## src/rtl/beverage_dispenser_pkg.sv

```systemverilog
// Shared definitions for the beverage dispenser: FSM state encoding and
// default timing constants.
package beverage_dispenser_pkg;

  typedef enum logic [1:0] {
    DSP_IDLE   = 2'd0,
    DSP_SPIN   = 2'd1,
    DSP_SETTLE = 2'd2,
    DSP_FAULT  = 2'd3
  } dsp_state_e;

  localparam int DEF_MOTOR_CYCLES  = 8;
  localparam int DEF_SETTLE_CYCLES = 2;
  localparam int DEF_RET_CYCLES    = 4;
  localparam int DEF_QDEPTH        = 3;

endpackage

```

## src/rtl/beverage_dispenser_pulse_stretcher.sv

```systemverilog
// Retriggerable pulse stretcher: a one-cycle trig yields LEN cycles of out,
// starting the cycle after trig; a trig while active restarts the count.
module pulse_stretcher #(
  parameter int LEN = 4
) (
  input  logic clk,
  input  logic rst,
  input  logic trig,
  output logic out
);

  localparam int CW = $clog2(LEN + 1);

  logic [CW-1:0] cnt_q, cnt_d;
  logic          out_q;

  always_comb begin
    cnt_d = cnt_q;
    if (trig) begin
      cnt_d = CW'(LEN);
    end else if (cnt_q != '0) begin
      cnt_d = cnt_q - CW'(1);
    end
  end

  always_ff @(posedge clk) begin
    if (rst) begin
      cnt_q <= '0;
      out_q <= 1'b0;
    end else begin
      cnt_q <= cnt_d;
      out_q <= (cnt_d != '0);
    end
  end

  assign out = out_q;

endmodule

```

## src/rtl/beverage_dispenser.sv

```systemverilog
// Mechanism-side dispenser: queues beverage requests, spins the motor until
// the drop sensor confirms delivery, faults on timeout, pulses coin return.
module beverage_dispenser
  import beverage_dispenser_pkg::*;
#(
  parameter int MOTOR_CYCLES  = DEF_MOTOR_CYCLES,
  parameter int SETTLE_CYCLES = DEF_SETTLE_CYCLES,
  parameter int RET_CYCLES    = DEF_RET_CYCLES,
  parameter int QDEPTH        = DEF_QDEPTH,
  parameter int QW            = $clog2(QDEPTH + 1)
) (
  input  logic          clk,
  input  logic          rst,
  input  logic          beverage,
  input  logic          refund,
  input  logic          drop_sensor,
  input  logic          fault_clr,
  output logic          motor_on,
  output logic          coin_return,
  output logic          busy,
  output logic          fault,
  output logic [QW-1:0] pending,
  output logic          req_drop
);

  localparam int TW = $clog2(MOTOR_CYCLES);
  localparam int SW = $clog2(SETTLE_CYCLES + 1);

  dsp_state_e    state_q, state_d;
  logic [TW-1:0] tmr_q, tmr_d;
  logic [SW-1:0] stl_q, stl_d;
  logic [QW-1:0] pending_q, pending_d;
  logic          motor_on_q, fault_q, req_drop_q, req_drop_d;
  logic          dec, accept;

  always_comb begin
    state_d = state_q;
    tmr_d   = tmr_q;
    stl_d   = stl_q;
    dec     = 1'b0;
    case (state_q)
      DSP_IDLE: begin
        if (pending_q != '0) begin
          state_d = DSP_SPIN;
          tmr_d   = '0;
        end
      end
      DSP_SPIN: begin
        tmr_d = tmr_q + TW'(1);
        // A confirmed drop beats a timeout landing on the same edge.
        if (drop_sensor) begin
          state_d = DSP_SETTLE;
          stl_d   = '0;
          dec     = 1'b1;
        end else if (tmr_q == TW'(MOTOR_CYCLES - 1)) begin
          state_d = DSP_FAULT;
          tmr_d   = '0;
        end
      end
      DSP_SETTLE: begin
        stl_d = stl_q + SW'(1);
        // Go straight back to SPIN so the motor-off gap is exactly SETTLE_CYCLES.
        if (stl_q == SW'(SETTLE_CYCLES - 1)) begin
          stl_d = '0;
          if (pending_q != '0) begin
            state_d = DSP_SPIN;
            tmr_d   = '0;
          end else begin
            state_d = DSP_IDLE;
          end
        end
      end
      DSP_FAULT: begin
        if (fault_clr) begin
          state_d = DSP_IDLE;
        end
      end
      default: state_d = DSP_IDLE;
    endcase
  end

  // A delivery on the same edge frees a slot, so a request at full depth is kept.
  always_comb begin
    accept     = beverage && ((pending_q != QW'(QDEPTH)) || dec);
    req_drop_d = beverage && !accept;
    pending_d  = pending_q;
    if (accept && !dec) begin
      pending_d = pending_q + QW'(1);
    end else if (dec && !accept && (pending_q != '0)) begin
      pending_d = pending_q - QW'(1);
    end
  end

  always_ff @(posedge clk) begin
    if (rst) begin
      state_q    <= DSP_IDLE;
      tmr_q      <= '0;
      stl_q      <= '0;
      pending_q  <= '0;
      motor_on_q <= 1'b0;
      fault_q    <= 1'b0;
      req_drop_q <= 1'b0;
    end else begin
      state_q    <= state_d;
      tmr_q      <= tmr_d;
      stl_q      <= stl_d;
      pending_q  <= pending_d;
      motor_on_q <= (state_d == DSP_SPIN);
      fault_q    <= (state_d == DSP_FAULT);
      req_drop_q <= req_drop_d;
    end
  end

  pulse_stretcher #(.LEN(RET_CYCLES)) u_coin_ret (
    .clk  (clk),
    .rst  (rst),
    .trig (refund),
    .out  (coin_return)
  );

  assign motor_on = motor_on_q;
  assign fault    = fault_q;
  assign req_drop = req_drop_q;
  assign pending  = pending_q;
  assign busy     = (state_q != DSP_IDLE) || (pending_q != '0);

endmodule
```

## config.mk

```make
export PLATFORM = sky130hd
export DESIGN_NAME = beverage_dispenser
export DESIGN_NICKNAME = d
export VERILOG_FILES = /design/src/rtl/beverage_dispenser_pkg.sv /design/src/rtl/beverage_dispenser_pulse_stretcher.sv /design/src/rtl/beverage_dispenser.sv
export SDC_FILE = /design/constraint.sdc
export NUM_CORES = 1
export LEC_CHECK = 0
export BUFFER_PORTS_ARGS = -buffer_cell sky130_fd_sc_hd__buf_2
export CORE_MARGIN = 3
export CORE_UTILIZATION = 51
export DETAILED_ROUTE_END_ITERATION = 8
export MAX_ROUTING_LAYER = met4
export PLACE_DENSITY_LB_ADDON = 0.08
export SLEW_MARGIN = 20
export SYNTH_ARGS = -nofsm -noshare
export SYNTH_HDL_FRONTEND = slang
export SYNTH_SLANG_ARGS = --single-unit
```

## constraint.sdc

```tcl
create_clock -name clk -period 2 [get_ports clk]
set_clock_uncertainty 0.2 [all_clocks]
set_input_delay 0.2 -clock clk [delete_from_list [all_inputs] [get_ports clk]]
set_output_delay 0.2 -clock clk [all_outputs]
set_load 0.01 [all_outputs]
```

; Yosys cells after proc, flatten, opt, wreduce, memory -nomap -nowiden
; Index checks and enable logic that the tools add are counted.
[classes]
add_sub_neg = 5
eq_ne = 10
mux = 21
n_reduce_logical = 19
[ops]
columns = cell, n
row1 = $mux W2, 9
row2 = $mux W3, 6
row3 = $pmux W3 S3, 1
row4 = $reduce_bool A3 Y1, 3
row5 = $pmux W2 S4, 1
row6 = $reduce_bool A2 Y1, 4
row7 = $eq A2 B1 Y1 const B, 3
row8 = $eq A2 B2 Y1 const B, 3
row9 = $ne A2 B2 Y1 const B, 3
row10 = $logic_and A1 B1 Y1, 5
row11 = $add A2 B1 Y2 const B, 2
row12 = $pmux W2 S2, 1
row13 = $reduce_and A2 Y1, 2
row14 = $add A3 B1 Y3 const B, 1
row15 = $eq A3 B3 Y1 const B, 1
row16 = $mux W1, 3
row17 = $sub A3 B1 Y3 const B, 1
row18 = $logic_not A1 Y1, 2
row19 = $logic_not A2 Y1, 1
row20 = $logic_or A1 B1 Y1, 2
row21 = $sub A2 B1 Y2 const B, 1
[word_totals]
regBits = 16
inputBits = 6
elab_cells = 64

; Longest topological paths before layout
[depth]
depth_word = 9
mapped_depth = 7
ltp_nobuf = 7

; Modules after synthesis
; A second synthesis with hierarchy kept.
[unflattened]
cells_unflattened = 78
hier_area_um2 = 742.0
[by_module_without_submodules]
columns = module, n_inst, cells_each, area_per_inst_um2
row1 = beverage_dispenser, 1, 58, 560.5
row2 = pulse_stretcher, 1, 20, 181.4

; Least setup slack after synthesis
; OpenSTA, ideal clock, no wires.
[synth_path]
path_kind = register to register
startpoint = register u_coin_ret.cnt_q[0]
endpoint = register u_coin_ret.out_q, in the netlist u_coin_ret.out
setup_ns = 0.123
t_arrival_ns = 1.272
required_time_ns = 1.677
path_slack_ns = 0.405
stages_incl_launch_ff = 7
synth_period_minus_slack_ns = 1.595
cell_sequence = dfxtp_1 inv_1 ha_1 ha_1 xor2_1 a21oi_1 or2_2
[synth_via]
elab_chain_cells = 4
[synth_rtl]
columns = element, line
row1 = from (decl), beverage_dispenser_pulse_stretcher.sv:14  ; logic [CW-1:0] cnt_q, cnt_d;
row2 = from (signal assigned), beverage_dispenser_pulse_stretcher.sv:31  ; cnt_q <= cnt_d;
row3 = $sub A3 B1 Y3 or $reduce_bool A3 Y1 (tied branches), "beverage_dispenser_pulse_stretcher.sv:22, beverage_dispenser_pulse_stretcher.sv:21"
row4 = $mux W3 *, beverage_dispenser_pulse_stretcher.sv:21  ; end else if (cnt_q != '0) begin
row5 = $mux W3 *, beverage_dispenser_pulse_stretcher.sv:19  ; if (trig) begin
row6 = $reduce_bool A3 Y1 *, beverage_dispenser_pulse_stretcher.sv:32  ; out_q <= (cnt_d != '0);
row7 = to (signal assigned), beverage_dispenser_pulse_stretcher.sv:32
row8 = to (decl), beverage_dispenser_pulse_stretcher.sv:15  ; logic out_q;
; Every way passes the cells marked *; elsewhere a longest branch is shown, timed or not.
; A chain may end at the register's enable or synchronous reset.

; Final worst setup path
[layout_path]
startpoint = register tmr_q[0]
endpoint = register motor_on_q, in the netlist motor_on
[layout_via]
elab_chain_cells = 5
[layout_rtl]
columns = element, line
row1 = from (decl), beverage_dispenser.sv:30  ; logic [TW-1:0] tmr_q, tmr_d;
row2 = from (signal assigned), beverage_dispenser.sv:105  ; tmr_q <= tmr_d;
row3 = $eq A3 B3 Y1, beverage_dispenser.sv:55  ; end else if (tmr_q == TW'(MOTOR_CYCLES - 1)) begin
row4 = $mux W2, beverage_dispenser.sv:55
row5 = $mux W2, beverage_dispenser.sv:51  ; if (drop_sensor) begin
row6 = $pmux W2 S4, beverage_dispenser.sv:41  ; case (state_q)
row7 = $eq A2 B1 Y1, beverage_dispenser.sv:108  ; motor_on_q <= (state_d == DSP_SPIN);
row8 = to (signal assigned), beverage_dispenser.sv:108
row9 = to (decl), beverage_dispenser.sv:33  ; logic motor_on_q, fault_q, req_drop_q, req_drop_d;
; Every way passes these cells.

==> results.md <==
- Across all layers, the routed design uses 572 vias.
- The remaining number of nets flagged by the antenna check after routing is 0.
- The number of gates resized after CTS was 0.
- Synthesis inferred 16 register bits.
- For this design the static power due to leakage is 0.000394 uW.
- The clock-pin slew on the worst setup and hold paths is 0.10 ns.
- The worst hold-check path type is in2reg.
- The number of cells on the worst hold path is 2.
- Synthesis instantiated 27 different standard cells from the library.
- The final design instance area without fill is 841 um^2.
- The initial utilization of the core area, before any placement, comes to 59.4%.
- For the worst setup path, the data required time is 1.99 ns.
- The mean post-synth cell area is 9.26 um^2.
- The area of the mapped netlist is 713 um^2.
- The detail-routed via count per cell is 5.30.
- The tree is rooted in a sky130_fd_sc_hd__clkbuf_4.
- For flop-to-flop paths, the worst setup slack is 0.29 ns.
- The startpoint type of the worst setup path is a flip-flop.
- The first detailed-routing pass ran for 4 iterations.
- The max-capacitance violation count is 0.
- The first global-routing pass estimated 2120 um of wire.
- The floorplan die area is 1880 um^2.
- The worst register-to-register path has a depth of 6.
- The number of sinks driven by the clock tree is 16.
- Excluding fillers, the count of instances in the completed layout stands at 108.
- The standard-cell row count is 12.
- For this design the ratio of total power to cell area is 933 nW/um^2.
- The initial antenna violation count came to 0.
- The count of buffers added by post-CTS timing repair for setup is 0.
- The most critical setup path has its endpoint at motor_on$_SDFF_PP0_.
- The final worst-path setup slack is 0.286 ns.
- In this run the cell area measured after placement is 795 um^2.
- After clock tree synthesis, the flow added hold-fix buffers numbering 1.
- The final-report hold violation count is 0.
- Of the synthesized area, sequential elements account for 44.9%.
- Along the worst path, the maximum fanout reaches 3.
- In the routed design, unresolved DRC markers number 0.
- The worst pin sits at a relative slew slack of 77.7%.
- The transition time at the pin with the least slew margin is 0.334 ns.
- The H-tree depth reported by CTS is 1.
- The kind of critical path is reg2reg.
- Cells fill 70.0% of the core in the end.
- The net count of the finished layout is 106.
- The worst-case IR drop observed on VDD is 0.000647 V.
- The run finished with clean final reports.
- The count of filler cells inserted in the layout is 105.
- The total half-perimeter wirelength after legalization and detailed placement is 954 um.
- The region available for standard cell placement spans 1200 um^2.
- From bottom edge to top edge, the die measures 43.4 um.
- The area growth from synthesis to layout is 17.9%.
- The cell count after synthesis is 77.
- Entering global routing, the biggest net connects 16 pins.
- The number of diodes is 0.
- The total negative slack is 0 ns.
- The fraction of final layout cells sized beyond drive strength 1 is 23.4%.
- The launch point of the worst reg-to-reg path is tmr_q[0]$_SDFFE_PP0P_.
- The TritonCTS buffer count is 3.
- The clock tree from TritonCTS is built.
- At the worst endpoint, the arrival time is 1.71 ns.
- For this run, the top clock speed supported by timing is 0.583 GHz.
- For this run, the total global-route usage over all layers was measured as 15.4%.
- Timing analysis after detailed placement gives a worst setup slack of 0.325 ns.
- The clock reaches the later pin of the worst-skew pair after 0.28 ns.
- The worst path needs 1.71 ns of the cycle, external delays included.
- The largest buffer count on any clock path is 2.
- Port buffering added 12 buffers.
- The routed wire length per instance is 11.4 um.
- Setup violations remaining at the end of the flow were counted as 0.
- The number of global-route vias before repair came to 513.
- The final RePlAce weighted congestion is 0.779.
- Including well taps, the total number of placed cells is 103.
- Setup repair after global routing left no endpoint under its margin.
- The number of pins exceeding their max-slew limit in the final report is 0.
- Yosys printed 0 warnings.
- The net count after synthesis is 88.
- The width of the die is 43.4 um.
- The kind of capture point of the worst setup path is a flip-flop.
- The total I/O pin count is 13.
- Global routing finished with a remaining overflow of 0.
- Of the available clock period, the critical path in the final layout requires 85.7%.
- For this block, the routed nets add up to 1230 um of wire.
- The most critical setup path has its startpoint at tmr_q[0]$_SDFFE_PP0P_.
- The number of DRC violations after detailed-routing iteration 0 is 14.
- The endpoint identified for the worst register-to-register timing path is motor_on$_SDFF_PP0_.
[synthesized netlist by cell type]
cell	number	area, um^2
sky130_fd_sc_hd__and3_1	1	6.26
sky130_fd_sc_hd__o2bb2ai_1	1	8.76
sky130_fd_sc_hd__and2_1	2	12.5
sky130_fd_sc_hd__nor3_1	6	30.0
sky130_fd_sc_hd__a21oi_1	6	30.0
sky130_fd_sc_hd__nand2b_1	1	6.26
sky130_fd_sc_hd__xor2_1	2	17.5
sky130_fd_sc_hd__ha_1	5	62.6
sky130_fd_sc_hd__o21ai_0	2	10.0
sky130_fd_sc_hd__o21ai_1	2	10.0
sky130_fd_sc_hd__and4b_1	1	10.0
sky130_fd_sc_hd__nor2_1	9	33.8
sky130_fd_sc_hd__nor4_1	1	6.26
sky130_fd_sc_hd__nor3b_1	1	7.51
sky130_fd_sc_hd__a211oi_1	1	7.51
sky130_fd_sc_hd__inv_1	7	26.3
sky130_fd_sc_hd__a22oi_1	3	22.5
sky130_fd_sc_hd__nor2_2	1	6.26
sky130_fd_sc_hd__inv_2	1	3.75
sky130_fd_sc_hd__clkbuf_1	1	3.75
sky130_fd_sc_hd__nand3b_2	1	11.3
sky130_fd_sc_hd__dfxtp_1	16	320
sky130_fd_sc_hd__or2_2	1	6.26
sky130_fd_sc_hd__a32oi_1	1	8.76
sky130_fd_sc_hd__o211a_1	1	10.0
sky130_fd_sc_hd__mux2i_1	2	20.0
sky130_fd_sc_hd__nor4b_2	1	15.0
[state kept, by name, indices dropped and copies added (netlist names)]
register	cells
tmr_q	3
req_drop	1
u_coin_ret.out	1
u_coin_ret.cnt_q	3
state_q	2
fault	1
motor_on	1
stl_q	2
pending	2
[worst min-delay path by stage]
stage,startpoint,to,slack [ns]
6_report,rst,tmr_q[0]$_SDFFE_PP0P_,0.05
5_1_grt,rst,tmr_q[0]$_SDFFE_PP0P_,0.07
4_1_cts,rst,tmr_q[0]$_SDFFE_PP0P_,0.05
3_5_place_dp,refund,u_coin_ret.cnt_q[0]$_SDFF_PP0_,0.21
3_3_place_gp,refund,u_coin_ret.cnt_q[0]$_SDFF_PP0_,0.21
2_1_floorplan,rst,motor_on$_SDFF_PP0_,0.07
[layout make-up]
| class | count | area (um^2) | share of cell area, % |
|---|---|---|---|
| clock buffer | 4 | 36.3 | 4.32 |
| inverter | 8 | 30.0 | 3.57 |
| multi-input combinational | 52 | 359 | 42.7 |
| sequential | 16 | 320 | 38.1 |
| tap | 14 | 17.5 | 2.08 |
| timing repair buffer | 14 | 77.6 | 9.23 |
[layout by cell type (no fill, tap or decap)]
cell,instances
sky130_fd_sc_hd__and4b_1,1
sky130_fd_sc_hd__dfxtp_1,16
sky130_fd_sc_hd__ha_1,5
sky130_fd_sc_hd__a211oi_1,1
sky130_fd_sc_hd__dlygate4sd3_1,1
sky130_fd_sc_hd__nand3b_2,1
sky130_fd_sc_hd__o211a_1,1
sky130_fd_sc_hd__nor4b_2,1
sky130_fd_sc_hd__nand2b_1,1
sky130_fd_sc_hd__a32oi_1,1
sky130_fd_sc_hd__a22oi_1,3
sky130_fd_sc_hd__o2bb2ai_1,1
sky130_fd_sc_hd__nor4_1,1
sky130_fd_sc_hd__buf_4,1
sky130_fd_sc_hd__or2_2,1
sky130_fd_sc_hd__and2_1,2
sky130_fd_sc_hd__nor2_1,9
sky130_fd_sc_hd__clkbuf_8,1
sky130_fd_sc_hd__nor2_2,1
sky130_fd_sc_hd__buf_2,12
sky130_fd_sc_hd__clkbuf_4,3
sky130_fd_sc_hd__inv_1,7
sky130_fd_sc_hd__inv_2,1
sky130_fd_sc_hd__mux2i_1,2
sky130_fd_sc_hd__o21ai_0,2
sky130_fd_sc_hd__nor3_1,6
sky130_fd_sc_hd__nor3b_1,1
sky130_fd_sc_hd__and3_1,1
sky130_fd_sc_hd__a21oi_1,6
sky130_fd_sc_hd__xor2_1,2
sky130_fd_sc_hd__o21ai_1,2
[critical path, cell delays in order (launching register included)]
cell,delay (ns)
sky130_fd_sc_hd__dfxtp_1,0.33
sky130_fd_sc_hd__ha_1,0.19
sky130_fd_sc_hd__ha_1,0.18
sky130_fd_sc_hd__nor3_1,0.17
sky130_fd_sc_hd__a21oi_1,0.06
sky130_fd_sc_hd__a22oi_1,0.24
sky130_fd_sc_hd__nor4b_2,0.24
[metrics by stage]
stage,hold WS (ns),total power [uW]
detailed placement,0.207,582
global placement,0.210,577
CTS,0.0519,795
floorplan,0.0714,516
finish,0.0516,784
global route,0.0728,836
[report_power, final]
group / total, uW / switching [uW] / internal (uW)
combinational: 190 / 102 / 88.7
sequential: 385 / 31.7 / 353
clock: 210 / 98.9 / 111
total: 784 / 232 / 552
[layer usage]
metal,wire length (um),track usage [%]
met5,0,-
met4,5,5.42
met3,42,3.73
met2,563,23.6
met1,618,19.6
[cells by family (layout without fill, tap and decap cells)]
family	after synthesis	count (layout)	synth area share, %
buffers and inverters	9	26	4.74
AND/OR/NAND/NOR	26	26	21.2
adder cells (fa/ha/maj)	5	5	8.77
multiplexers	2	2	2.81
XOR/XNOR	2	2	2.46
flip-flops	16	16	44.9
AO/OA/AOI/OAI	17	17	15.1
(Power assumes the default switching activity.)
